[config.mk]
export PLATFORM = sky130hd
export DESIGN_NAME = prog_loader
export DESIGN_NICKNAME = d
export VERILOG_FILES = /design/src/rtl/prog_loader.sv
export SDC_FILE = /design/constraint.sdc
export NUM_CORES = 1
export LEC_CHECK = 0
export ABC_AREA = 0
export ABC_CLOCK_PERIOD_IN_PS = 2300
export CORE_UTILIZATION = 56
export DETAILED_ROUTE_END_ITERATION = 10
export PLACE_DENSITY = 0.9
export SETUP_SLACK_MARGIN = 0.3
export SLEW_MARGIN = 40
export SYNTH_ARGS = -nofsm -noshare
export SYNTH_HDL_FRONTEND = slang
export SYNTH_SLANG_ARGS = --single-unit
[constraint.sdc]
create_clock -name clk -period 2.3 [get_ports clk]
set_input_delay 0.46 -clock clk [delete_from_list [all_inputs] [get_ports clk]]
set_output_delay 0.46 -clock clk [all_outputs]
set_load 0.02 [all_outputs]
[src/rtl/prog_loader.sv]
// Framed byte-stream loader: writes the payload of a SYNC/LEN/DATA frame into program memory.
// Define PROG_LOADER_CKSUM_EN to require and verify a trailing modulo-256 checksum byte.
module prog_loader #(
  parameter logic [7:0] SYNC    = 8'hA5,
  parameter int         TIMEOUT = 1000000,
  parameter int         TW      = 20
) (
  input  logic       clk,
  input  logic       rst_n,
  input  logic [7:0] in_data,
  input  logic       in_valid,
  output logic       in_ready,
  output logic [7:0] wAddr,
  output logic [7:0] din,
  output logic       write_en,
  output logic       cpu_hold,
  output logic       busy,
  output logic       done,
  output logic       err
);

  localparam logic [2:0] ST_IDLE  = 3'd0;
  localparam logic [2:0] ST_LEN   = 3'd1;
  localparam logic [2:0] ST_DATA  = 3'd2;
`ifdef PROG_LOADER_CKSUM_EN
  localparam logic [2:0] ST_CKSUM = 3'd3;
`endif
  localparam logic [2:0] ST_DONE  = 3'd4;

  logic [2:0]    state_q, state_d;
  logic [8:0]    cnt_q, cnt_d;
  logic [7:0]    addr_q, addr_d;
  logic [TW-1:0] tmo_q, tmo_d;
  logic          err_q, err_d;
  logic          busy_q, busy_d;
  logic          hold_q, hold_d;
  logic          we_q, we_d;
  logic [7:0]    din_q, din_d;
  logic [7:0]    waddr_q, waddr_d;
`ifdef PROG_LOADER_CKSUM_EN
  logic [7:0]    sum_q, sum_d;
`endif

  logic accept;
  logic inFrame;

  assign in_ready = (state_q != ST_DONE);
  assign accept   = in_valid && in_ready;
`ifdef PROG_LOADER_CKSUM_EN
  assign inFrame  = (state_q == ST_LEN) || (state_q == ST_DATA) || (state_q == ST_CKSUM);
`else
  assign inFrame  = (state_q == ST_LEN) || (state_q == ST_DATA);
`endif

  always_comb begin
    state_d = state_q;
    cnt_d   = cnt_q;
    addr_d  = addr_q;
    tmo_d   = tmo_q;
    err_d   = err_q;
    busy_d  = busy_q;
    hold_d  = hold_q;
    we_d    = 1'b0;
    din_d   = din_q;
    waddr_d = waddr_q;
`ifdef PROG_LOADER_CKSUM_EN
    sum_d   = sum_q;
`endif
    case (state_q)
      ST_IDLE: begin
        if (accept && (in_data == SYNC)) begin
          state_d = ST_LEN;
          err_d   = 1'b0;
          busy_d  = 1'b1;
          hold_d  = 1'b1;
          addr_d  = 8'd0;
          tmo_d   = '0;
`ifdef PROG_LOADER_CKSUM_EN
          sum_d   = 8'd0;
`endif
        end
      end
      ST_LEN: begin
        if (accept) begin
          cnt_d   = (in_data == 8'd0) ? 9'd256 : {1'b0, in_data};
          state_d = ST_DATA;
        end
      end
      ST_DATA: begin
        if (accept) begin
          we_d    = 1'b1;
          din_d   = in_data;
          waddr_d = addr_q;
          addr_d  = addr_q + 8'd1;
          cnt_d   = cnt_q - 9'd1;
`ifdef PROG_LOADER_CKSUM_EN
          sum_d   = sum_q + in_data;
          if (cnt_q == 9'd1) state_d = ST_CKSUM;
`else
          if (cnt_q == 9'd1) begin
            state_d = ST_DONE;
            busy_d  = 1'b0;
            hold_d  = 1'b0;
          end
`endif
        end
      end
`ifdef PROG_LOADER_CKSUM_EN
      ST_CKSUM: begin
        if (accept) begin
          busy_d = 1'b0;
          if (in_data == sum_q) begin
            state_d = ST_DONE;
            hold_d  = 1'b0;
          end else begin
            state_d = ST_IDLE;
            err_d   = 1'b1;
          end
        end
      end
`endif
      ST_DONE: state_d = ST_IDLE;
      default: state_d = ST_IDLE;
    endcase

    // The idle counter only matters mid-frame; reaching TIMEOUT abandons the frame but keeps the CPU held.
    if (inFrame) begin
      if (accept) begin
        tmo_d = '0;
      end else if (tmo_q == TW'(TIMEOUT - 1)) begin
        tmo_d   = '0;
        state_d = ST_IDLE;
        err_d   = 1'b1;
        busy_d  = 1'b0;
      end else begin
        tmo_d = tmo_q + TW'(1);
      end
    end
  end

  always_ff @(posedge clk or negedge rst_n) begin
    if (!rst_n) begin
      state_q <= ST_IDLE;
      cnt_q   <= 9'd0;
      addr_q  <= 8'd0;
      tmo_q   <= '0;
      err_q   <= 1'b0;
      busy_q  <= 1'b0;
      hold_q  <= 1'b0;
      we_q    <= 1'b0;
      din_q   <= 8'd0;
      waddr_q <= 8'd0;
`ifdef PROG_LOADER_CKSUM_EN
      sum_q   <= 8'd0;
`endif
    end else begin
      state_q <= state_d;
      cnt_q   <= cnt_d;
      addr_q  <= addr_d;
      tmo_q   <= tmo_d;
      err_q   <= err_d;
      busy_q  <= busy_d;
      hold_q  <= hold_d;
      we_q    <= we_d;
      din_q   <= din_d;
      waddr_q <= waddr_d;
`ifdef PROG_LOADER_CKSUM_EN
      sum_q   <= sum_d;
`endif
    end
  end

  assign wAddr    = waddr_q;
  assign din      = din_q;
  assign write_en = we_q;
  assign cpu_hold = hold_q;
  assign busy     = busy_q;
  assign done     = (state_q == ST_DONE);
  assign err      = err_q;

endmodule
==> impl_metrics.env, run 1 <==
export IMPL_tightestPinTransition_ns=0.653
export IMPL_finalMaxSlewViolations=0
export IMPL_end_kind="flop"
export IMPL_synth_top_area_share_pct=48.1
export IMPL_num_rows=26
export IMPL_synth_top_family_by_area="simple AND/OR/NAND/NOR gates"
export IMPL_critical_path_cell_chain="xnor2_2 -> or3_1 -> a31o_4 -> or3_2 -> o21ai_1"
export IMPL_p_per_area_nw_per_um2=921
export IMPL_final_nets=416
export IMPL_hold_path_class="input pin to async pin"
export IMPL_vias=2874
export IMPL_grt_remaining_overflow=0
export IMPL_fin_setup_tns_ns=0
export IMPL_cp_required_ns=2.57
export IMPL_portBuffers=32
export IMPL_ir_drop_uv=746
export IMPL_synth_area_per_cell_um2=8.96
export IMPL_clock_path_buffers=2
export IMPL_yosysUniqueCellTypes=50
export IMPL_crit_buf_inv=0
export IMPL_final_core_util_pct=74.1
export IMPL_yosysTopAreaCell="dfrtp_1"
export IMPL_wire_per_inst_um=16.1
export IMPL_skew_ns=0.0119
export IMPL_hold_violations=0
export IMPL_grt_total_usage_pct=28.5
export IMPL_postPlaceCellArea_um2=3630
export IMPL_slew_limit_headroom_pct=56.1
export IMPL_synth_main_ff_cell="dfrtp_1"
export IMPL_crit_type="flop to flop"
export IMPL_h_tree_depth=3
export IMPL_status="finished, final reports clean"
export IMPL_drc=0
export IMPL_final_cells=476
export IMPL_synth_edf_count=0
export IMPL_cp_max_fo=9
export IMPL_reg2reg_to="tmo_q[8]"
export IMPL_drive_gt1_share_pct=16.3
export IMPL_synth_compound_area_share_pct=14.8
export IMPL_synthCells=348
export IMPL_ys_ff_latch=60
export IMPL_worstPathArrival_ns=2.21
export IMPL_seq_area_frac_synth_pct=48.1
export IMPL_viasPerCell=6.04
export IMPL_slowest_delay_ns=0.49
export IMPL_reg2reg_depth=5
export IMPL_timing_rr_start="state_q[0]"
export IMPL_cts_tree="done"
export IMPL_core_area_um2=5240
export IMPL_synth_mux_area_share_pct=1.64
export IMPL_worstSkewPairLatency_ns=0.35
export IMPL_postCtsHoldBufs=0
export IMPL_syn_area_um2=3120
export IMPL_syn_to_final_growth_pct=24.4
export IMPL_die_w_um=76.6
export IMPL_dp_cells=459
export IMPL_gp_congestion=0.885
export IMPL_cts_clk_slew_worst_paths_ns=0.08
export IMPL_die_h_um=76.6
export IMPL_io_pins=33
export IMPL_grt_setup_unrepaired="yes"
export IMPL_grt_pass1_vias=2897
export IMPL_finalCritPeriodShare_pct=84.7
export IMPL_drtIter0Drc=294
export IMPL_num_antenna_cells=0
export IMPL_synthAdderAreaFrac_pct=1.60
export IMPL_grt_pass1_wl_um=13100
export IMPL_start_kind="flop"
export IMPL_design_area_um2=3880
export IMPL_fmax_mhz=513
export IMPL_critPathLaunch="state_q[0]"
export IMPL_dp_hpwl_um=5030
export IMPL_cts_buffers=9
export IMPL_power_mw=3.57
export IMPL_start_util_pct=59.6
export IMPL_synth_simple_gate_area_share_pct=25.8
export IMPL_synthXorXnorAreaFrac_pct=3.05
export IMPL_mappedNetlistNets=363
export IMPL_cts_sinks=60
export IMPL_cpMaxStageDelayCell="dfrtp_2"
export IMPL_grt_start_max_net_pins=29
export IMPL_cts_root_buf="clkbuf_8"
export IMPL_cp_top_family="simple AND/OR/NAND/NOR gates"
export IMPL_critPathCapture="tmo_q[8]"
export IMPL_die_area_um2=5870
export IMPL_drv_cap=0
export IMPL_ys_async_sr_fraction_pct=100
export IMPL_p_leak_nw=1.71
export IMPL_setup_viol=0
export IMPL_yosysWarnings=0
export IMPL_antenna_found_initial=0
export IMPL_first_pass_iters=4
export IMPL_reg2reg_slack_ns=0.35
export IMPL_fin_crit_ns=1.95
export IMPL_drt_total_wl_um=7660
export IMPL_crit_cells=5
export IMPL_netlist_top_cells_area="dfrtp_1, nand2_1, o21ai_0"
export IMPL_ant_nets=0
## how the worst min path moves through the flow
stage                from        end  slack (ns)
floorplan           rst_n  addr_q[0]        0.16
global placement    rst_n     din[4]        0.46
detailed placement  rst_n     din[4]        0.46
CTS                 rst_n     din[4]        0.08
global route        rst_n     din[4]        0.12
finish              rst_n     din[4]        0.07
## registers in the layout, indices dropped and copies added, names as in the netlist
register  flops
tmo_q        20
state_q       3
wAddr         8
err           1
din           8
addr_q        8
busy          1
cpu_hold      1
cnt_q         9
write_en      1
## routing by layer
layer  global-route usage, %  routed length, µm  up-vias
met1                    36.1               3170     1376
met2                    45.5               3750      133
met3                    4.07                430       29
met5                       0                  0        -
met4                    19.0                308        0
li1                        -                  -     1336
## power by group
| part | internal (mW) | switching [mW] |
|---|---|---|
| Clock | 0.392 | 0.447 |
| Combinational | 0.541 | 0.692 |
| Sequential | 1.28 | 0.216 |
| Total | 2.22 | 1.36 |
## cell usage in the layout (no fill, tap or decap), types with 3 or more instances in the layout
cell type,instances
a21oi_1,17
a22o_1,4
and3_1,7
buf_4,25
clkbuf_8,9
clkdlybuf4s50_1,25
clkinvlp_4,5
dfrtp_1,58
dlymetal6s2s_1,5
ha_1,3
inv_1,14
mux2i_1,4
nand2_1,70
nand2b_1,3
nand3_1,24
nand4_1,3
nor2_1,18
nor3_1,5
nor4_1,7
o21ai_0,28
o21ai_1,3
or3_1,7
xnor2_1,6
xor2_1,3
## logic make-up after synthesis
family	count (synthesis)
AOI/OAI and AO/OA	72
xor gates and xnor gates	10
adders and majority gates	4
buffers and inverters	32
DFF	60
muxes	5
and+or+nand+nor	165
## cell type report
cell class	instances	area [µm²]
clock buffer	11	131
clock inverter	5	38.8
fill	366	1360
inverter	15	60.1
multi-input combinational	256	1520
sequential	60	1500
tap	70	87.6
timing repair buffer	59	542
## synthesized netlist by cell type (all sizes together) (2+ instances only)
cell type	count
a21o	2
nand3	25
nand2	70
or4	3
nand4b	2
or3b	2
clkbuf	11
nor2	20
nand2b	3
nor3	6
xor2	3
a22o	4
xnor2	7
ha	4
nor3b	3
inv	14
o21ai	31
nand4	3
or3	9
a21oi	18
buf	6
a31oi	2
and3	7
nor4	8
a32oi	2
nor4b	3
mux2i	4
dfrtp	60
a211oi	2
## repair_timing
item / 4_1_cts / 5_1_grt
buffers inserted: 0 / 1
pin swaps: 0 / 2
endpoints found under the setup margin: 3 / 25
endpoints found under the hold margin: 0 / 0
resized for setup: 3 / 22
## stage by stage
step | worst slack, ns | hold WS [ns]
3_3_place_gp | 0.0625 | 0.457
6_report | 0.352 | 0.0731
5_1_grt | 0.238 | 0.115
3_5_place_dp | -0.0279 | 0.461
4_1_cts | 0.0690 | 0.0835
2_1_floorplan | 0.414 | 0.164
(Power assumes the default switching activity.)
==> run 2, diff against run 1 <==
- ABC_CLOCK_PERIOD_IN_PS: 2300 -> 1800
- clock period: 2.3 -> 1.8 ns (I/O delays scaled with it)
==> run 2 against run 1 <==
The run now fails in global routing. Area after synthesis is the same. Synthesized cell count is the same.
==> impl_metrics.env, run 2 <==
export IMPL_netlist_top_cells_area="dfrtp_1, nand2_1, o21ai_0"
export IMPL_portBuffers=32
export IMPL_synth_common_cells="nand2_1, dfrtp_1, o21ai_0, nand3_1, nor2_1"
export IMPL_start_util_pct=59.6
export IMPL_synth_main_ff_cell="dfrtp_1"
export IMPL_die_h_um=76.6
export IMPL_status="aborted with a tool error"
export IMPL_cts_root_buf="clkbuf_8"
export IMPL_cts_buffers=9
export IMPL_ys_async_sr_fraction_pct=100
export IMPL_synth_top_family_by_area="simple AND/OR/NAND/NOR gates"
export IMPL_synth_compound_area_share_pct=14.8
export IMPL_worst_endpoint_pin_kind="register data pin"
export IMPL_mappedNetlistNets=363
export IMPL_yosysTopAreaCell="dfrtp_1"
export IMPL_synthCells=348
export IMPL_dp_hpwl_um=5600
export IMPL_die_w_um=76.6
export IMPL_grt_start_max_net_pins=61
export IMPL_syn_area_um2=3120
export IMPL_stop_error="[ERROR GRT-0232] Routing congestion too high. Check the congestion heatmap in the GUI."
export IMPL_cts_sinks=60
export IMPL_grt_remaining_overflow=375
export IMPL_synth_mux_area_share_pct=1.64
export IMPL_worst_endpoint="tmo_q[15]$_DFFE_PN0P_/D"
export IMPL_synthAdderAreaFrac_pct=1.60
export IMPL_synthXorXnorAreaFrac_pct=3.05
export IMPL_grt_total_usage_pct=94.4
export IMPL_synth_area_per_cell_um2=8.96
export IMPL_io_pins=33
export IMPL_pre_cts_ws_ns=-0.505
export IMPL_clock_path_buffers=2
export IMPL_synth_edf_count=0
export IMPL_gp_congestion=0.859
export IMPL_num_rows=26
export IMPL_h_tree_depth=3
export IMPL_yosysWarnings=0
export IMPL_seq_area_frac_synth_pct=48.1
export IMPL_ys_ff_latch=60
export IMPL_yosysUniqueCellTypes=50
export IMPL_synth_simple_gate_area_share_pct=25.8
export IMPL_synth_top_area_share_pct=48.1
export IMPL_synth_most_common_cell="nand2_1"
export IMPL_failing_step="global routing"
## run 2: cell counts after synthesis
Identical to the previous run, type by type.
## run 2: cells by family after synthesis
group / Yosys count
AO/OA/AOI/OAI: 72
XOR/XNOR: 10
adder cells (fa/ha/maj): 4
buffers and inverters: 32
flip-flops: 60
multiplexers: 5
AND/OR/NAND/NOR: 165
## run 2: routing by layer
metal / overflow / track usage [%]
met5: 0 / 7.27
met1: 1 / 90.5
met2: 222 / 117
met3: 1 / 66.3
met4: 151 / 119
## run 2: metrics by stage
step	setup TNS [ns]	cell area (µm²)	hold slack, ns	std cells
detailed placement	-12.01	3940	0.390	491
global placement	-9.87	3940	0.385	491
floorplan	-0.112	3200	0.0644	348
CTS	0	4490	0.0244	529
## run 2: what timing repair did
action / CTS
pin swaps: 21
setup endpoints to repair: 81
setup buffers: 21
hold buffers: 0
gates resized for setup: 99
endpoints found under the hold margin: 0
gates cloned: 2
==> run 3, diff against run 2 <==
- CORE_UTILIZATION: 56 -> 40
- PLACE_DENSITY: 0.9 -> default
- PLACE_DENSITY_LB_ADDON: default -> 0.15
- SETUP_SLACK_MARGIN: 0.3 -> default
==> run 3 against run 2 <==
The flow now finishes, with violations (negative setup slack).
==> impl_metrics.env, run 3 (same netlist as run 1, synthesis figures left out) <==
export IMPL_status="finished, violations left"
export IMPL_violations="negative setup slack"
export IMPL_met3_usage_pct=4.71
export IMPL_worstPathArrival_ns=2.02
export IMPL_fin_ws_ns=-0.000110
export IMPL_hold_path_class="input pin to async pin"
export IMPL_clkPwrFrac_pct=23.8
export IMPL_p_comb_share_pct=37.1
export IMPL_reg_top3="tmo_q (20), cnt_q (9)"
export IMPL_crit_buf_inv=2
export IMPL_crit_type="flop to flop"
export IMPL_dp_hpwl_um=5450
export IMPL_p_seq_share_pct=39.2
export IMPL_num_antenna_cells=0
export IMPL_finalMaxSlewViolations=0
export IMPL_die_h_um=90.3
export IMPL_top_register="tmo_q"
export IMPL_pre_cts_ws_ns=-0.489
export IMPL_cp_required_ns=2.02
export IMPL_cpMaxStageDelayCell="or4_4"
export IMPL_grt_remaining_overflow=0
export IMPL_start_kind="flop"
export IMPL_p_switching_mw=1.75
export IMPL_finalCritPeriodShare_pct=100
export IMPL_h_tree_depth=3
export IMPL_cts_tree="done"
export IMPL_grt_setup_unrepaired="yes"
export IMPL_start_util_pct=42.1
export IMPL_clock_path_buffers=2
export IMPL_gp_congestion=0.842
export IMPL_largest_reg_flops=20
export IMPL_final_common_cell="nand2_1"
export IMPL_io_pins=33
export IMPL_p_leak_nw=1.94
export IMPL_timing_rr_start="tmo_q[6]"
export IMPL_switching_share_pct=36.2
export IMPL_drt_total_wl_um=8020
export IMPL_use_met1_pct=27.5
export IMPL_critPathCapture="tmo_q[2]"
export IMPL_drv_cap=0
export IMPL_grt_pass1_vias=2764
export IMPL_die_area_um2=8150
export IMPL_tightestPinTransition_ns=0.383
export IMPL_cts_sinks=60
export IMPL_cts_clk_slew_worst_paths_ns=0.07
export IMPL_syn_to_final_growth_pct=39.0
export IMPL_hold_violations=0
export IMPL_critical_path_cell_chain="or4_4 -> nor2_4 -> buf_6 -> a31oi_4 -> buf_12 -> a21oi_2 -> mux2i_1"
export IMPL_die_w_um=90.3
export IMPL_ant_nets=0
export IMPL_drive_gt1_share_pct=27.6
export IMPL_num_rows=31
export IMPL_hold_slack_ns=0.0274
export IMPL_reg2reg_depth=7
export IMPL_ir_drop_uv=842
export IMPL_cts_root_buf="clkbuf_8"
export IMPL_grt_start_max_net_pins=32
export IMPL_grt_total_usage_pct=20.6
export IMPL_cts_buffers=9
export IMPL_final_nets=460
export IMPL_antenna_found_initial=0
export IMPL_worstSkewPairLatency_ns=0.34
export IMPL_core_area_um2=7410
export IMPL_fillCellCount=652
export IMPL_end_kind="flop"
export IMPL_fin_crit_ns=1.80
export IMPL_postCtsHoldBufs=0
export IMPL_setup_viol=1
export IMPL_vias=2900
export IMPL_p_int_mw=3.09
export IMPL_wire_per_inst_um=14.6
export IMPL_cp_max_fo=17
export IMPL_reg2reg_to="tmo_q[2]"
export IMPL_p_per_area_nw_per_um2=1120
export IMPL_portBuffers=32
export IMPL_busiest_layer="met2"
export IMPL_cp_top_family="simple AND/OR/NAND/NOR gates"
export IMPL_critPathLaunch="tmo_q[6]"
export IMPL_final_cell_mix="nand2_1, buf_4, dfrtp_1"
export IMPL_slew_limit_headroom_pct=74.2
export IMPL_slowest_delay_ns=0.55
export IMPL_skew_ns=0.0101
export IMPL_reg2reg_slack_ns=-0.0001
export IMPL_fmax_mhz=556
export IMPL_first_pass_iters=4
export IMPL_drc=0
export IMPL_grt_pass1_wl_um=13400
export IMPL_drtIter0Drc=160
export IMPL_viasPerCell=5.28
export IMPL_met2_usage_pct=32.8
export IMPL_fin_setup_tns_ns=-0.000110
export IMPL_crit_cells=7
[run 3: cell type report]
type | count | area, µm² | area share [%]
tap | 99 | 124 | 2.86
clock buffer | 13 | 169 | 3.90
clock inverter | 3 | 20.0 | 0.462
multi-input combinational | 258 | 1610 | 37.1
sequential | 60 | 1510 | 34.7
inverter | 15 | 56.3 | 1.30
timing repair buffer | 101 | 850 | 19.6
[run 3: timing repair]
action / in CTS / in global routing
buffers inserted: 7 / 2
pin swaps: 5 / 4
gates cloned: 2 / 0
resized for setup: 22 / 24
setup endpoints to repair: 22 / 21
[run 3: layer usage]
metal	share of wire, %	up-vias
li1	-	1439
met4	1.6	0
met1	47	1395
met3	3.2	14
met5	0	-
met2	48	52
[run 3: power groups by stage]
stage / logic, mW / clock network [mW] / registers (mW)
6_report: 1.79 / 1.15 / 1.89
5_1_grt: 1.95 / 1.23 / 1.93
4_1_cts: 1.75 / 1.18 / 1.89
3_5_place_dp: 1.65 / 0 / 1.92
3_3_place_gp: 1.62 / 0 / 1.90
2_1_floorplan: 0.789 / 0 / 2.03
[run 3: how the worst min path moves through the flow]
stage	startpoint	end	slack, ns	depth (start not counted)
after floorplan	rst_n	addr_q[0]	0.06	0
after global placement	rst_n	wAddr[6]	0.40	2
after detailed placement	rst_n	wAddr[6]	0.40	2
after CTS	rst_n	addr_q[6]	0.04	2
after global routing	rst_n	wAddr[6]	0.06	2
final	rst_n	addr_q[6]	0.03	2
[run 3: worst reg2reg max path: stages (launching register included)]
cell,delay [ns]
dfrtp_1,0.38
or4_4,0.55
nor2_4,0.16
buf_6,0.12
a31oi_4,0.08
buf_12,0.16
a21oi_2,0.14
mux2i_1,0.09
[run 3: per-stage QoR]
stage | power [mW] | cell area (µm²) | util, % | cells
after CTS | 4.82 | 4260 | 57.5 | 547
after global routing | 5.11 | 4340 | 58.5 | 549
after global placement | 3.52 | 3940 | 53.1 | 522
after floorplan | 2.82 | 3140 | - | 348
final | 4.84 | 4340 | 58.5 | 549
after detailed placement | 3.56 | 3940 | 53.1 | 522
